===== src/rtl/i2c_write_master_if.sv =====
// Pin and request bundle for the I2C write master.
// The master modport is the design's view; slave is the controlling/pad side.
interface i2c_write_master_if #(
    parameter int unsigned ADDR_W = 7
);
    logic              tick;
    logic              start;
    logic [ADDR_W-1:0] addr;
    logic [7:0]        reg_addr;
    logic [7:0]        data;
    logic              sda_in;
    logic              scl;
    logic              sda_oe;
    logic              busy;
    logic              done;
    logic              ack_err;

    modport master (
        input  tick, start, addr, reg_addr, data, sda_in,
        output scl, sda_oe, busy, done, ack_err
    );

    modport slave (
        output tick, start, addr, reg_addr, data, sda_in,
        input  scl, sda_oe, busy, done, ack_err
    );
endinterface


===== src/rtl/i2c_write_master.sv =====
// Single-transaction I2C write master: START, {addr,W}, reg byte, data byte, STOP.
// Bus phases advance on rising edges of the divider's tick square wave.
module i2c_write_master #(
    parameter int unsigned ADDR_W = 7
) (
    input  logic                 clk_in,
    input  logic                 reset,
    i2c_write_master_if.master   bus
);
    localparam int unsigned SHIFT_W   = ADDR_W + 17;
    localparam logic [3:0]  ACK_BIT   = 4'd8;
    localparam logic [1:0]  LAST_BYTE = 2'd2;

    typedef enum logic [2:0] {
        S_IDLE,
        S_START,
        S_BIT,
        S_STOP,
        S_DONE
    } state_t;

    state_t             r_state;
    logic               r_tick_d;
    logic [1:0]         r_phase;
    logic [3:0]         r_bit;
    logic [1:0]         r_byte;
    logic [SHIFT_W-1:0] r_shift;
    logic               r_scl;
    logic               r_sda_oe;
    logic               r_busy;
    logic               r_done;
    logic               r_ack_err;
    logic               w_phase_en;

    assign w_phase_en = bus.tick & ~r_tick_d;

    always_ff @(posedge clk_in) begin
        if (reset) begin
            r_state   <= S_IDLE;
            r_tick_d  <= 1'b0;
            r_phase   <= 2'd0;
            r_bit     <= 4'd0;
            r_byte    <= 2'd0;
            r_shift   <= '0;
            r_scl     <= 1'b1;
            r_sda_oe  <= 1'b0;
            r_busy    <= 1'b0;
            r_done    <= 1'b0;
            r_ack_err <= 1'b0;
        end else begin
            r_tick_d <= bus.tick;
            r_done   <= 1'b0;
            case (r_state)
                S_IDLE: begin
                    r_scl    <= 1'b1;
                    r_sda_oe <= 1'b0;
                    if (bus.start) begin
                        r_shift   <= {bus.addr, 1'b0, bus.reg_addr, bus.data};
                        r_busy    <= 1'b1;
                        r_ack_err <= 1'b0;
                        r_phase   <= 2'd0;
                        r_state   <= S_START;
                    end
                end
                // SDA falls while SCL is high, then SCL drops
                S_START: begin
                    if (w_phase_en) begin
                        if (r_phase == 2'd0) begin
                            r_sda_oe <= 1'b1;
                            r_phase  <= 2'd1;
                        end else begin
                            r_scl   <= 1'b0;
                            r_phase <= 2'd0;
                            r_bit   <= 4'd0;
                            r_byte  <= 2'd0;
                            r_state <= S_BIT;
                        end
                    end
                end
                S_BIT: begin
                    if (w_phase_en) begin
                        r_phase <= r_phase + 2'd1;
                        case (r_phase)
                            2'd0: begin
                                r_scl    <= 1'b0;
                                r_sda_oe <= (r_bit == ACK_BIT) ? 1'b0 : ~r_shift[SHIFT_W-1];
                            end
                            2'd1: r_scl <= 1'b1;
                            2'd2: begin
                                r_scl <= 1'b1;
                                if ((r_bit == ACK_BIT) && bus.sda_in) begin
                                    r_ack_err <= 1'b1;
                                end
                            end
                            default: begin
                                r_scl <= 1'b0;
                                if (r_bit != ACK_BIT) begin
                                    r_bit   <= r_bit + 4'd1;
                                    r_shift <= {r_shift[SHIFT_W-2:0], 1'b0};
                                end else begin
                                    // ack_err can only be set by this byte's ACK slot
                                    r_bit <= 4'd0;
                                    if (r_ack_err || (r_byte == LAST_BYTE)) begin
                                        r_state <= S_STOP;
                                    end else begin
                                        r_byte <= r_byte + 2'd1;
                                    end
                                end
                            end
                        endcase
                    end
                end
                S_STOP: begin
                    if (w_phase_en) begin
                        case (r_phase)
                            2'd0: begin
                                r_scl    <= 1'b0;
                                r_sda_oe <= 1'b1;
                                r_phase  <= 2'd1;
                            end
                            2'd1: begin
                                r_scl   <= 1'b1;
                                r_phase <= 2'd2;
                            end
                            default: begin
                                r_sda_oe <= 1'b0;
                                r_phase  <= 2'd0;
                                r_busy   <= 1'b0;
                                r_done   <= 1'b1;
                                r_state  <= S_DONE;
                            end
                        endcase
                    end
                end
                S_DONE:  r_state <= S_IDLE;
                default: r_state <= S_IDLE;
            endcase
        end
    end

    assign bus.scl     = r_scl;
    assign bus.sda_oe  = r_sda_oe;
    assign bus.busy    = r_busy;
    assign bus.done    = r_done;
    assign bus.ack_err = r_ack_err;
endmodule

===== src/flat_wrapper.sv =====
// flat-port wrapper written by rule: the top's interface ports become plain ports
module i2c_write_master_flat 
#(
    parameter int unsigned ADDR_W = 7
)
  (clk_in, reset, bus_tick, bus_start, bus_addr, bus_reg_addr, bus_data, bus_sda_in, bus_scl, bus_sda_oe, bus_busy, bus_done, bus_ack_err);
  i2c_write_master_if #(.ADDR_W(ADDR_W)) bus_i ();
  input  logic clk_in;
  input  logic reset;
  input wire logic [$bits(bus_i.tick)-1:0] bus_tick;
  input wire logic [$bits(bus_i.start)-1:0] bus_start;
  input wire logic [$bits(bus_i.addr)-1:0] bus_addr;
  input wire logic [$bits(bus_i.reg_addr)-1:0] bus_reg_addr;
  input wire logic [$bits(bus_i.data)-1:0] bus_data;
  input wire logic [$bits(bus_i.sda_in)-1:0] bus_sda_in;
  output wire logic [$bits(bus_i.scl)-1:0] bus_scl;
  output wire logic [$bits(bus_i.sda_oe)-1:0] bus_sda_oe;
  output wire logic [$bits(bus_i.busy)-1:0] bus_busy;
  output wire logic [$bits(bus_i.done)-1:0] bus_done;
  output wire logic [$bits(bus_i.ack_err)-1:0] bus_ack_err;
  assign bus_i.tick = bus_tick;
  assign bus_i.start = bus_start;
  assign bus_i.addr = bus_addr;
  assign bus_i.reg_addr = bus_reg_addr;
  assign bus_i.data = bus_data;
  assign bus_i.sda_in = bus_sda_in;
  assign bus_scl = bus_i.scl;
  assign bus_sda_oe = bus_i.sda_oe;
  assign bus_busy = bus_i.busy;
  assign bus_done = bus_i.done;
  assign bus_ack_err = bus_i.ack_err;
  i2c_write_master #(.ADDR_W(ADDR_W)) u_core (.clk_in(clk_in), .reset(reset), .bus(bus_i));
endmodule

===== config.mk =====
export PLATFORM = sky130hd
export DESIGN_NAME = i2c_write_master_flat
export DESIGN_NICKNAME = d
export VERILOG_FILES = /design/src/rtl/i2c_write_master_if.sv /design/src/rtl/i2c_write_master.sv /design/src/flat_wrapper.sv
export SDC_FILE = /design/constraint.sdc
export NUM_CORES = 1
export LEC_CHECK = 0
export CAP_MARGIN = 20
export CELL_PAD_IN_SITES_DETAIL_PLACEMENT = 0
export CELL_PAD_IN_SITES_GLOBAL_PLACEMENT = 2
export CORE_MARGIN = 10
export CORE_UTILIZATION = 32
export CTS_CLUSTER_SIZE = 8
export DETAILED_ROUTE_END_ITERATION = 8
export PLACE_DENSITY_LB_ADDON = 0.12
export SETUP_SLACK_MARGIN = 0.5
export SLEW_MARGIN = 20
export SYNTH_ARGS = -nofsm -noshare
export SYNTH_HDL_FRONTEND = slang
export SYNTH_SLANG_ARGS = --single-unit

===== constraint.sdc =====
create_clock -name clk_in -period 2.1 [get_ports clk_in]
set_input_delay 0.63 -clock clk_in [delete_from_list [all_inputs] [get_ports clk_in]]
set_output_delay 0.63 -clock clk_in [all_outputs]
set_load 0.005 [all_outputs]

Word level (Yosys, flattened, before mapping) --
Cells that the tools add are included.
Operators by class: add/subtract/negate cells 3, multiply operators 0, divide/modulo/power cells 0, order comparisons 0, eq/ne operators 25, shift operators 0, mux-type cells 60, bitwise gates (word level) 5, reductions and logical operators 21
Operator list (number):
- 24-bit two-way mux | 4
- 24-bit case mux with 2 select lines | 1
- 3-bit two-way mux | 9
- 1-bit two-way mux | 20
- 2-bit two-way mux | 10
- 4-bit two-way mux | 5
- 5-bit AND reduction | 4
- 2-bit by 1-bit inequality test with 1-bit output (second input constant) | 9
- 2-bit inequality test (second input constant) | 7
- 7-bit AND reduction | 2
- 3-bit case mux with 4 select lines | 1
- 9-bit AND reduction | 1
- 1-bit case mux with 2 select lines | 4
- 1-bit case mux with 4 select lines | 2
- 2-bit case mux with 2 select lines | 2
- 2-bit case mux with 4 select lines | 1
- 4-bit case mux with 2 select lines | 1
- 3-bit by 2-bit == test with 1-bit output (second input constant) | 2
- 6-bit AND reduction | 1
- 2-bit nonzero test | 3
- 3-bit OR reduction | 2
- 2-bit by 1-bit adder with 2-bit output (second input constant) | 2
- 4-bit by 1-bit adder with 4-bit output (second input constant) | 1
- 2-bit == test (second input constant) | 2
- other kinds (14) | 18
Word-level totals: register bits 41, latch bits 0, memory bits (writable) 0, memory bits (read-only) 0, input port bits 28, logic and storage cells 125, memories 0

Logic depth before layout (Yosys ltp) --
Gate-level depths: netlist of the first run.
depth in word-level cells 7, mapped depth 8

Worst setup path before layout of the first run --
OpenSTA, ideal clock, no wires.
path kind reg-to-reg, from register u_core.r_bit[0], to register u_core.r_shift[10], library setup time 0.133 ns, arrival 1.676 ns, slack 0.291 ns, cell stages (with the launch flop) 9, path buffers 2, period minus slack after synthesis 1.809 ns, cells stage by stage dfxtp_1 -> inv_1 -> ha_1 -> and3b_1 -> buf_2 -> o31a_1 -> nor2_1 -> buf_2 -> a311oi_1
Between the ends: word-level cells in the longest chain between the ends 3
RTL lines:
- start, declared | RTL line i2c_write_master.sv:25 | logic [3:0] r_bit;
- start signal, assigned | RTL line i2c_write_master.sv:98 | r_bit <= r_bit + 4'd1;
- 4-bit inequality test | RTL line i2c_write_master.sv:97 | if (r_bit != ACK_BIT) begin
- 2-bit by 1-bit inequality test with 1-bit output (no line)
- 5-bit AND reduction (no line)
- end signal, assigned | RTL line i2c_write_master.sv:58 | r_shift <= {bus.addr, 1'b0, bus.reg_addr, bus.data};
- end signal, assigned | RTL line i2c_write_master.sv:99 | r_shift <= {r_shift[SHIFT_W-2:0], 1'b0};
- end, declared | RTL line i2c_write_master.sv:27 | logic [SHIFT_W-1:0] r_shift;
Every way passes these cells. A chain may end at the register's enable or synchronous reset.

Worst setup path after layout of the first run --
from register u_core.r_phase[1], to register u_core.r_sda_oe (netlist: u_core.bus.sda_oe)
Between the ends: word-level cells in the longest chain between the ends 4, elaborated cells between the ends (all ways) 9, those cells by class 4 x eq/ne; 3 x mux; 2 x reduce/logical
RTL lines:
- start, declared | RTL line i2c_write_master.sv:24 | logic [1:0] r_phase;
- start signal, assigned | RTL line i2c_write_master.sv:82 | r_phase <= r_phase + 2'd1;
- 2-bit by 1-bit == test with 1-bit output or 2-bit zero test (tied branches) | RTL line i2c_write_master.sv:115, i2c_write_master.sv:68, i2c_write_master.sv:83
- 1-bit case mux with 2 select lines | RTL line i2c_write_master.sv:115 | case (r_phase)
- 1-bit two-way mux | RTL line i2c_write_master.sv:114 | if (w_phase_en) begin
- 1-bit case mux with 4 select lines | RTL line i2c_write_master.sv:53 | case (r_state)
- end signal, assigned | RTL line i2c_write_master.sv:86 | r_sda_oe <= (r_bit == ACK_BIT) ? 1'b0 : ~r_shift[SHIFT_W-1];
- end, declared | RTL line i2c_write_master.sv:29 | logic r_sda_oe;
Parallel ways exist; a longest one is shown, timed or not. The select of a mux whose other input is x is not followed.

==> results.md, run 1 <==
* Max transition margin at 64.40%
* Total wire length at 6482 um
* CP Max Fanout at 5
* Instance count of the mapped netlist at 274
* CP Launch Type: flop
* Async SR Flop Fraction at 0%
* Max Buffers Root-to-Sink at 2
* RSZ-0062 raised after global routing: true
* Crit-path slowest cell: a2111o_1
* PD cells at 812.3 nW/um^2
* Maxcap violations at 0
* Crit-path cells: inv_4 > ha_4 > buf_4 > buf_6 > nand3b_1 > a21o_1 > a2111o_1 > o211a_1
* Vias at 2158
* Layout Nets at 368
* GPL Wtd Cong at 0.7903
* Hold Startpoint: u_core.r_shift[16]
* Clk_skew at 0.009795 ns
* Rows at 30
* H-Tree Depth at 2
* Required @ worst endpoint at 2.28 ns
* Total power at 2732 uW
* Commonest non-fill, non-tap cell in the layout: nand2_1
* Sequential-to-total area share from yosys stat at 36.96%
* Slack of the worst reg-to-reg path at 0.38 ns
* Global route overflow at 0
* Initial DRT Pass Iterations at 4
* Mean Syn Cell Area at 8.105 um^2
* Post-synth EDFFs at 0
* Crit-path max cell delay at 0.41 ns
* Largest net degree at the start of global routing at 25
* Tot GR Track Use at 12.72%
* Reg clk slew, reported paths at 0.08 ns
* Most frequent cells in the layout: nand2_1 (49), dfxtp_1 (33), buf_4 (26)
* Leak pwr at 0.001279 uW
* Critical Path AT at 1.90 ns
* Period utilization at 82.01%
* Syn Nets at 311
* Final setup vio count at 0
* Status: finished, final reports clean
* Core outline area at 6756 um^2
* Cell variety after synth at 49
* Setup crit start: u_core.r_phase[1]
* Hold Vio Cnt, Final at 0
* HP Class: reg2reg
* TritonCTS Buffers at 5
* # DRC at 0
* I/O pin cnt at 33
* Final Critical Period at 1.722 ns
* CTS root buf: clkbuf_8
* Worst-margin pin slew at 0.5317 ns
* #FFs+latches synth at 41
* Final HPWL DP at 4225 um
* Worst-Skew Late Latency at 0.29 ns
* Maximum vdd ir drop at 0.3493 mV
* R2R Path Start: u_core.r_phase[1]
* Drt wl/cell at 15.73 um
* Die area at 10670 um^2
* Antenna viol nets, final at 0
* Final Slew Violations at 0
* Yosys warns at 0
* Peak Freq at 0.5806 GHz
* Crit-path leading delay family: compound AO/OA/AOI/OAI gates
* Die Span Y at 103.3 um
* Critical path class: reg2reg
* Share of layout cells above drive strength 1 at 32.23%
* Vias in the first global route at 2234
* Area grow syn2layout at 51.44%
* CTS tree: yes
* First-pass GRT wire length at 10910 um
* Port bufs at 32
* Die W at 103.3 um
* Vias per cell at 5.238
* Effective utilization at floorplan at 32.87%
* Post-Syn Area at 2221 um^2
* Ant diodes at 0
* Synth Flop Type: dfxtp_1
* Utilization after layout at 49.78%
* Worst setup EP type: flop
* Initial DRC Count at 53
* Clock sink count at 41
* Initial antenna violation count at 0
* Bufs and invs on worst path at 3
what timing repair did:
action	CTS	global route
resized for setup	62	12
buffers inserted	15	2
hold buffers	0	0
pin swaps	51	10
endpoints found under the setup margin	43	33
cloned	4	0
path summary, 6_finish.rpt:
kind | end | cells after the start
worst max-delay path | u_core.bus.sda_oe | 8
worst max register to register | u_core.bus.sda_oe | 8
worst min register to register | u_core.r_shift[16] | 2
worst min-delay path | u_core.r_shift[16] | 2
cell usage after synthesis (2+ instances only):
master	count	area (um^2)
a21oi_1	36	180.2
a311oi_1	23	201.4
a31oi_1	3	18.77
and3_1	3	18.77
and3b_1	3	26.28
buf_2	8	40.04
buf_6	2	22.52
clkbuf_1	12	45.04
dfxtp_1	41	820.8
ha_1	9	112.6
inv_1	7	26.28
nand2_1	49	183.9
nand2b_1	5	31.28
nand3_1	3	15.01
nand3b_1	2	15.01
nand4_1	3	18.77
nor2_1	8	30.03
nor2b_1	4	25.02
nor3_1	5	25.02
nor3b_1	3	22.52
nor3b_2	2	25.02
o21ai_0	3	15.01
o21ai_1	10	50.05
or2_2	2	12.51
or3_1	2	12.51
or4_1	3	22.52
cell type report:
| type | instances | area, um^2 |
|---|---|---|
| clock buffer | 7 | 86.33 |
| clock inverter | 1 | 30.03 |
| fill | 671 | 3393 |
| inverter | 7 | 31.28 |
| multi-input combinational | 203 | 1513 |
| sequential | 41 | 843.3 |
| tap | 80 | 100.1 |
| timing repair buffer | 73 | 759.5 |
power breakdown:
part           internal [uW]  switching [uW]  total (uW)
Clock                    388             270         658
Sequential               911             115        1030
Combinational            539             509        1050
Total                   1840             894        2730
state kept, by name, summed over array words and instances, names as in the netlist:
register            flops
u_core.r_phase          2
u_core.bus.done         1
u_core.r_bit            4
u_core.r_shift         24
u_core.bus.busy         1
u_core.bus.sda_oe       1
u_core.bus.ack_err      1
u_core.r_state          3
u_core.r_byte           2
u_core.r_tick_d         1
u_core.bus.scl          1
metal layers:
| metal | vias up | wire [um] | global-route usage [%] | part of all wire [%] |
|---|---|---|---|---|
| li1 | 1114 | - | - | - |
| met5 | - | 0 | 0 | 0 |
| met4 | 0 | 50 | 3.316 | 0.77 |
| met3 | 7 | 223 | 2.857 | 3.4 |
| met1 | 1007 | 3245 | 17.17 | 50 |
| met2 | 30 | 2962 | 19.89 | 46 |
tightest hold or removal path, cell delays in order, from the launching register on:
cell	delay [ns]
dfxtp_1	0.33
o21ai_2	0.05
a21oi_1	0.05
cells by family (layout without fill, tap and decap cells):
kind of cell	count (synthesis)	in the layout	share of synthesized area [%]
mux	3	3	1.465
buf+inv	30	88	6.366
flops	41	41	36.96
compound gates	87	87	25.69
fa+ha+maj	9	9	5.071
simple gates	104	104	24.45
per-stage QoR:
| step | setup slack, ns | instance area, um^2 | setup TNS [ns] | hold slack [ns] | instances |
|---|---|---|---|---|---|
| CTS | 0.3418 | 3283 | 0 | 0.4818 | 410 |
| finish | 0.3777 | 3363 | 0 | 0.4683 | 412 |
| global route | 0.2749 | 3363 | 0 | 0.4939 | 412 |
| detailed placement | -0.2232 | 2749 | -5.149 | 0.4692 | 383 |
| global placement | -0.1990 | 2749 | -4.661 | 0.4648 | 383 |
| floorplan | 0.4235 | 2303 | 0 | 0.4491 | 274 |
Note: power is estimated with default switching activity, not from simulation.
==> run 2, diff against run 1 <==
==> constraint.sdc (replaced) <==
create_clock -name clk_in -period 1.6 [get_ports clk_in]
set_input_delay 0.48 -clock clk_in [delete_from_list [all_inputs] [get_ports clk_in]]
set_output_delay 0.48 -clock clk_in [all_outputs]
set_load 0.005 [all_outputs]
==> run 2 against run 1 <==
Effect of this change: the flow now finishes with violations (negative setup slack); setup slack got worse by 0.55 ns; clock power rose by 9.0%; critical path depth fell by 1; global-route usage fell by 0.51 points; final area rose by 2.9%; critical path type unchanged.
==> results.md, run 2 (synthesis gave the netlist of run 1 again) <==
* Cells on worst reg2reg path at 7 (was 8)
* H-Tree Depth at 2 (unchanged)
* Area grow syn2layout at 55.89% (was 51.44%)
* RSZ-0062 raised after global routing: true (unchanged)
* Required @ worst endpoint at 1.78 ns (was 2.28 ns)
* TritonCTS Buffers at 5 (unchanged)
* Fill cells at 665 (was 671)
* Critical path class: reg2reg (unchanged)
* # DRC at 0 (unchanged)
* Status: complete, but fails checks (was finished, final reports clean)
* Internal at 2382 uW (was 1838 uW)
* Layout Nets at 388 (was 368)
* Final HPWL DP at 4361 um (was 4225 um)
* Worst R2R End: u_core.r_state[0] (was u_core.bus.sda_oe)
* Vias per cell at 5.297 (was 5.238)
* First-pass GRT wire length at 10600 um (was 10910 um)
* Total wire length at 6778 um (was 6482 um)
* Worst-margin pin slew at 0.5336 ns (was 0.5317 ns)
* Most frequent cells in the layout: nand2_1 (48), buf_4 (46), a21oi_1 (33) (was nand2_1 (49), dfxtp_1 (33), buf_4 (26))
* Initial DRT Pass Iterations at 4 (unchanged)
* Violated checks: negative setup slack
* Reg clk slew, reported paths at 0.08 ns (about the same)
* Die W at 103.3 um (unchanged)
* Clk_skew at 0.004051 ns (was 0.009795 ns)
* Vias at 2283 (was 2158)
* Period utilization at 110.9% (was 82.01%)
* CTS root buf: clkbuf_8 (unchanged)
* Die Span Y at 103.3 um (unchanged)
* Ant diodes at 0 (unchanged)
* Peak Freq at 0.5637 GHz (was 0.5806 GHz)
* Slack of the worst reg-to-reg path at -0.17 ns (was 0.38 ns)
* Layout Cell Area excl Fill at 3462 um^2 (was 3363 um^2)
* Leak pwr at 0.001375 uW (was 0.001279 uW)
* Largest net degree at the start of global routing at 25 (unchanged)
* Critical Path AT at 1.96 ns (was 1.90 ns)
* Initial DRC Count at 80 (was 53)
* Global route overflow at 0 (unchanged)
* Critical path endpoint: u_core.r_state[0] (was u_core.bus.sda_oe)
* Final cell count without fillers at 431 (was 412)
* Maxcap violations at 0 (unchanged)
* Port bufs at 32 (unchanged)
* CTS tree: yes (unchanged)
* Rows at 30 (unchanged)
* HP Class: reg2reg (unchanged)
* CP Launch Type: flop (unchanged)
* Worst setup EP type: flop (unchanged)
* GPL Wtd Cong at 0.7682 (was 0.7903)
* Vias in the first global route at 2195 (was 2234)
* Maximum vdd ir drop at 0.4532 mV (was 0.3493 mV)
* Effective utilization at floorplan at 32.87% (unchanged)
* Final Critical Period at 1.774 ns (was 1.722 ns)
* Max reg flops at 24 (unchanged)
* Worst-Skew Late Latency at 0.29 ns (about the same)
* Max Buffers Root-to-Sink at 2 (unchanged)
* Dpl cells at 403 (was 383)
* Sequential power share at 36.8% (was 37.5%)
* Share of power burned in combinational logic at 43.2% (was 38.4%)
* Biggest register: u_core.r_shift (unchanged)
* Setup WS post-layout at -0.1739 ns (was 0.3777 ns)
* Core outline area at 6756 um^2 (unchanged)
* CP Max Fanout at 4 (was 5)
* Placed cell areas at 2990 um^2 (was 2749 um^2)
* Hold_buf cts at 0 (unchanged)
* Tot GR Track Use at 12.21% (was 12.72%)
* Share of layout cells above drive strength 1 at 38.18% (was 32.23%)
* R2R Path Start: u_core.r_phase[0] (was u_core.r_phase[1])
* Switching Share at 33.61% (was 32.71%)
* Commonest non-fill, non-tap cell in the layout: nand2_1 (unchanged)
* Clk pwr share at 20.0% (was 24.1%)
* Final setup TNS at -2.225 ns (was 0 ns)
* Clock sink count at 41 (unchanged)
* Drt wl/cell at 15.73 um (about the same)
* Sw Pwr at 1206 uW (was 893.7 uW)
* Final setup vio count at 30 (was 0)
* Antenna viol nets, final at 0 (unchanged)
* I/O pin cnt at 33 (unchanged)
* Initial antenna violation count at 0 (unchanged)
* Hold Vio Cnt, Final at 0 (unchanged)
* Die area at 10670 um^2 (unchanged)
* Final Slew Violations at 0 (unchanged)
* Max transition margin at 64.27% (was 64.40%)
* PD cells at 1036 nW/um^2 (was 812.3 nW/um^2)
* Setup crit start: u_core.r_phase[0] (was u_core.r_phase[1])
* Top flop regs: u_core.r_shift (24), u_core.r_bit (4), u_core.r_state (3) (unchanged)
-- run 2: layout make-up --
class                   instances  area, um^2  area share (%)
inverters                       7       31.28          0.9035
flip-flops and latches         41       850.8           24.58
well taps                      80       100.1           2.891
multi-input cells             203        1524           44.02
clock buffers                   6       82.58           2.385
clock inverters                 1       7.507          0.2168
repair buffers                 93       865.8           25.01
-- run 2: routing by layer --
metal	track usage, %	wire length [um]	vias to the layer above
met5	0	0	-
met4	3.209	52	0
met3	3.455	281	4
met2	19.02	3069	35
met1	16.12	3374	1085
li1	-	-	1159
-- run 2: metrics by stage --
stage,setup slack (ns),util [%],power (uW),hold slack [ns]
finish,-0.1739,51.24,3588,0.4630
global route,-0.2730,51.24,3792,0.4840
CTS,-0.1465,47.17,3384,0.4761
detailed placement,-0.6476,44.26,2593,0.4629
global placement,-0.6299,44.26,2587,0.4599
floorplan,-0.07428,-,2163,0.4463
-- run 2: repair_timing --
action	in CTS	in global routing
resized for setup	54	24
buffers inserted	5	14
pin swaps	9	13
endpoints found under the setup margin	46	45
cloned	0	2
-- run 2: worst min path at each step --
stage	depth (start not counted)	start	slack (ns)	end
global placement	2	u_core.r_shift[11]	0.46	u_core.r_shift[12]
floorplan	2	u_core.r_shift[15]	0.45	u_core.r_shift[16]
CTS	2	u_core.r_shift[11]	0.48	u_core.r_shift[12]
detailed placement	2	u_core.r_shift[11]	0.46	u_core.r_shift[12]
finish	2	u_core.r_shift[16]	0.46	u_core.r_shift[16]
global route	2	u_core.r_shift[16]	0.48	u_core.r_shift[16]
-- run 2: power by group through the flow --
stage / registers [uW] / clock network, uW / logic, uW
finish: 1320 / 717 / 1550
global route: 1340 / 771 / 1680
CTS: 1340 / 732 / 1310
detailed placement: 1350 / 0 / 1240
global placement: 1350 / 0 / 1230
floorplan: 1300 / 0 / 860
-- run 2: critical path, cell delays in order, from the launching register on --
cell and delay (ns):
dfxtp_4 0.40, inv_4 0.05, ha_4 0.17, buf_4 0.14, nor3b_4 0.21, o32ai_2 0.13
a211oi_2 0.23, mux2_4 0.34
==> run 3, diff against run 2 <==
--- a/config.mk
+++ b/config.mk
@@ -6,10 +6,8 @@
 export NUM_CORES = 1
 export LEC_CHECK = 0
 export CAP_MARGIN = 20
-export CELL_PAD_IN_SITES_DETAIL_PLACEMENT = 0
-export CELL_PAD_IN_SITES_GLOBAL_PLACEMENT = 2
 export CORE_MARGIN = 10
-export CORE_UTILIZATION = 32
+export CORE_UTILIZATION = 54
 export CTS_CLUSTER_SIZE = 8
 export DETAILED_ROUTE_END_ITERATION = 8
 export PLACE_DENSITY_LB_ADDON = 0.12
==> run 3 against run 2 <==
Effect of this change: the flow still finishes with violations (negative setup slack); core utilization increased by 38 points; flip-flop and latch count stayed put; final area increased by 3.0%; cell count fell by 7.7%; sequential power up 4%; hold slack improved by 0.024 ns; non-clock buffer count is 4 lower; first-iteration DRC count grew to 3.1 times the previous value; power rose by 11%; via count rose by 15%; wire length rose by 29%; fmax is 4.7% lower.
==> results.md, run 3 (synthesis gave the netlist of run 1 again) <==
* Vias at 2618 (was 2283)
* HP Class: in2reg (was reg2reg)
* Vias per cell at 6.578 (was 5.297)
* FF/Latch Area at 850.8 um^2 (unchanged)
* Crit-path max cell delay at 0.38 ns (was 0.40 ns)
* Commonest non-fill, non-tap cell in the layout: nand2_1 (unchanged)
* Final Slew Violations at 0 (unchanged)
* Clock sink count at 41 (unchanged)
* Maxcap violations at 0 (unchanged)
* Global route overflow at 0 (unchanged)
* TritonCTS Buffers at 5 (unchanged)
* Tot GR Track Use at 19.41% (was 12.21%)
* Biggest register: u_core.r_shift (unchanged)
* GPL Wtd Cong at 0.8401 (was 0.7682)
* Effective utilization at floorplan at 55.52% (was 32.87%)
* Initial DRC Count at 247 (was 80)
* Largest net degree at the start of global routing at 25 (unchanged)
* Most frequent cells in the layout: nand2_1 (48), buf_4 (37), dfxtp_1 (29) (was nand2_1 (48), buf_4 (46), a21oi_1 (33))
* R2R Path Start: u_core.r_phase[0] (unchanged)
* Initial antenna violation count at 0 (unchanged)
* Antenna viol nets, final at 0 (unchanged)
* Vias in the first global route at 2510 (was 2195)
* Layout Nets at 384 (was 388)
* Ant diodes at 0 (unchanged)
* Number of cells on the worst hold path at 2 (unchanged)
* Die Span Y at 84.13 um (was 103.3 um)
* Leak pwr at 0.001402 uW (was 0.001375 uW)
* CTS tree: yes (unchanged)
* Total wire length at 8739 um (was 6778 um)
* Period utilization at 116.3% (was 110.9%)
* PD cells at 1114 nW/um^2 (was 1036 nW/um^2)
* Max transition margin at 69.87% (was 64.27%)
* Top flop regs: u_core.r_shift (24), u_core.r_bit (4), u_core.r_state (3) (unchanged)
* Port bufs at 32 (unchanged)
* Crit-path cells: inv_4 > ha_4 > nor3b_2 > o32ai_4 > a211oi_2 > mux2_4 (was inv_4 > ha_4 > buf_4 > nor3b_4 > o32ai_2 > a211oi_2 > mux2_4)
* Initial DRT Pass Iterations at 5 (was 4)
* Rows at 23 (was 30)
* Setup WS post-layout at -0.2613 ns (was -0.1739 ns)
* Area grow syn2layout at 60.62% (was 55.89%)
* Critical Path AT at 2.06 ns (was 1.96 ns)
* Share of layout cells above drive strength 1 at 40.80% (was 38.18%)
* Setup crit start: u_core.r_phase[0] (unchanged)
* Reg clk slew, reported paths at 0.09 ns (was 0.08 ns)
* Max Buffers Root-to-Sink at 2 (unchanged)
* Status: complete, but fails checks (unchanged)
* RSZ-0062 raised after global routing: true (unchanged)
* Total power at 3972 uW (was 3588 uW)
* Max reg flops at 24 (unchanged)
* Utilization after layout at 89.18% (was 51.24%)
* Cells on worst reg2reg path at 6 (was 7)
* Hold EP: u_core.r_tick_d (was u_core.r_shift[16])
* Violated checks: negative setup slack (unchanged)
* Required @ worst endpoint at 1.80 ns (was 1.78 ns)
* Peak Freq at 0.5372 GHz (was 0.5637 GHz)
* Worst-margin pin slew at 0.4499 ns (was 0.5336 ns)
* First-pass GRT wire length at 11650 um (was 10600 um)
* Bufs and invs on worst path at 1 (was 2)
* Fill cells at 188 (was 665)
* Drt wl/cell at 21.96 um (was 15.73 um)
* Crit-path leading delay family: compound AO/OA/AOI/OAI gates (was flip-flops)
* I/O pin cnt at 33 (unchanged)
* Hold Vio Cnt, Final at 0 (unchanged)
* Die area at 7078 um^2 (was 10670 um^2)
* Crit-path slowest cell: dfxtp_4 (unchanged)
* Slack of the worst reg-to-reg path at -0.26 ns (was -0.17 ns)
* Core outline area at 4000 um^2 (was 6756 um^2)
* Worst-Skew Late Latency at 0.31 ns (was 0.29 ns)
* CTS root buf: clkbuf_8 (unchanged)
* Critical path class: reg2reg (unchanged)
* CP Launch Type: flop (unchanged)
* # DRC at 0 (unchanged)
* Hold Startpoint: bus_tick (was u_core.r_shift[16])
* Die W at 84.13 um (was 103.3 um)
* Final HPWL DP at 4262 um (was 4361 um)
* Worst setup EP type: flop (unchanged)
* H-Tree Depth at 2 (unchanged)
* CP Max Fanout at 4 (unchanged)
* Maximum vdd ir drop at 0.6204 mV (was 0.4532 mV)
* Final setup vio count at 36 (was 30)
* Worst R2R End: u_core.r_state[0] (unchanged)
* Clk_skew at 0.01100 ns (was 0.004051 ns)
* Area taken by multi-input logic gates at 1582 um^2 (was 1524 um^2)
* Final Critical Period at 1.861 ns (was 1.774 ns)
==> run 3: how the worst max path moves through the flow <==
stage | end | slack [ns] | cells after the start
6_report | u_core.r_state[0] | -0.26 | 6
5_1_grt | u_core.r_state[0] | -0.31 | 7
4_1_cts | u_core.r_shift[4] | -0.15 | 9
3_5_place_dp | u_core.r_state[0] | -0.66 | 5
3_3_place_gp | u_core.r_state[0] | -0.61 | 5
2_1_floorplan | u_core.r_shift[10] | -0.07 | 8
==> run 3: layout make-up <==
type	instances	area share [%]
Timing Repair Buffer	89	26.24
Clock inverter	1	0.2455
Sequential cell	41	23.85
Inverter	7	0.8769
Multi-Input combinational cell	203	44.34
Tap cell	50	1.754
Clock buffer	7	2.701
==> run 3: per-layer routing <==
metal | vias to the layer above | global-route usage (%) | routed length, um
li1 | 1149 | - | -
met1 | 1261 | 22.61 | 3581
met2 | 169 | 32.43 | 4128
met3 | 39 | 5.024 | 655
met4 | 0 | 8.980 | 373
met5 | - | 0 | 0
==> run 3: report_power, final <==
group / total [uW] / internal [uW] / switching, uW / leakage [uW]
clock: 815 / 399 / 416 / 0.0000549
sequential: 1370 / 1200 / 167 / 0.000343
combinational: 1790 / 949 / 839 / 0.00100
total: 3970 / 2550 / 1420 / 0.00140
==> run 3: stage by stage <==
| stage | setup TNS (ns) | instance area (um^2) | cells | worst slack (ns) | hold WS [ns] |
|---|---|---|---|---|---|
| after floorplan | -1.487 | 2402 | 274 | -0.07428 | 0.4463 |
| after global placement | -16.89 | 2918 | 370 | -0.6066 | 0.4591 |
| after detailed placement | -18.09 | 2918 | 370 | -0.6561 | 0.4641 |
| after CTS | -2.856 | 3266 | 388 | -0.1459 | 0.4754 |
| after global routing | -7.062 | 3567 | 398 | -0.3074 | 0.4912 |
| final | -5.097 | 3567 | 398 | -0.2613 | 0.4871 |
==> run 3: repair_timing <==
action | 4_1_cts | 5_1_grt
hold buffers | 0 | 0
cloned | 3 | 2
endpoints found under the hold margin | 0 | 0
pin swaps | 23 | 25
setup endpoints to repair | 46 | 45
resized for setup | 63 | 34
buffers inserted | 7 | 8
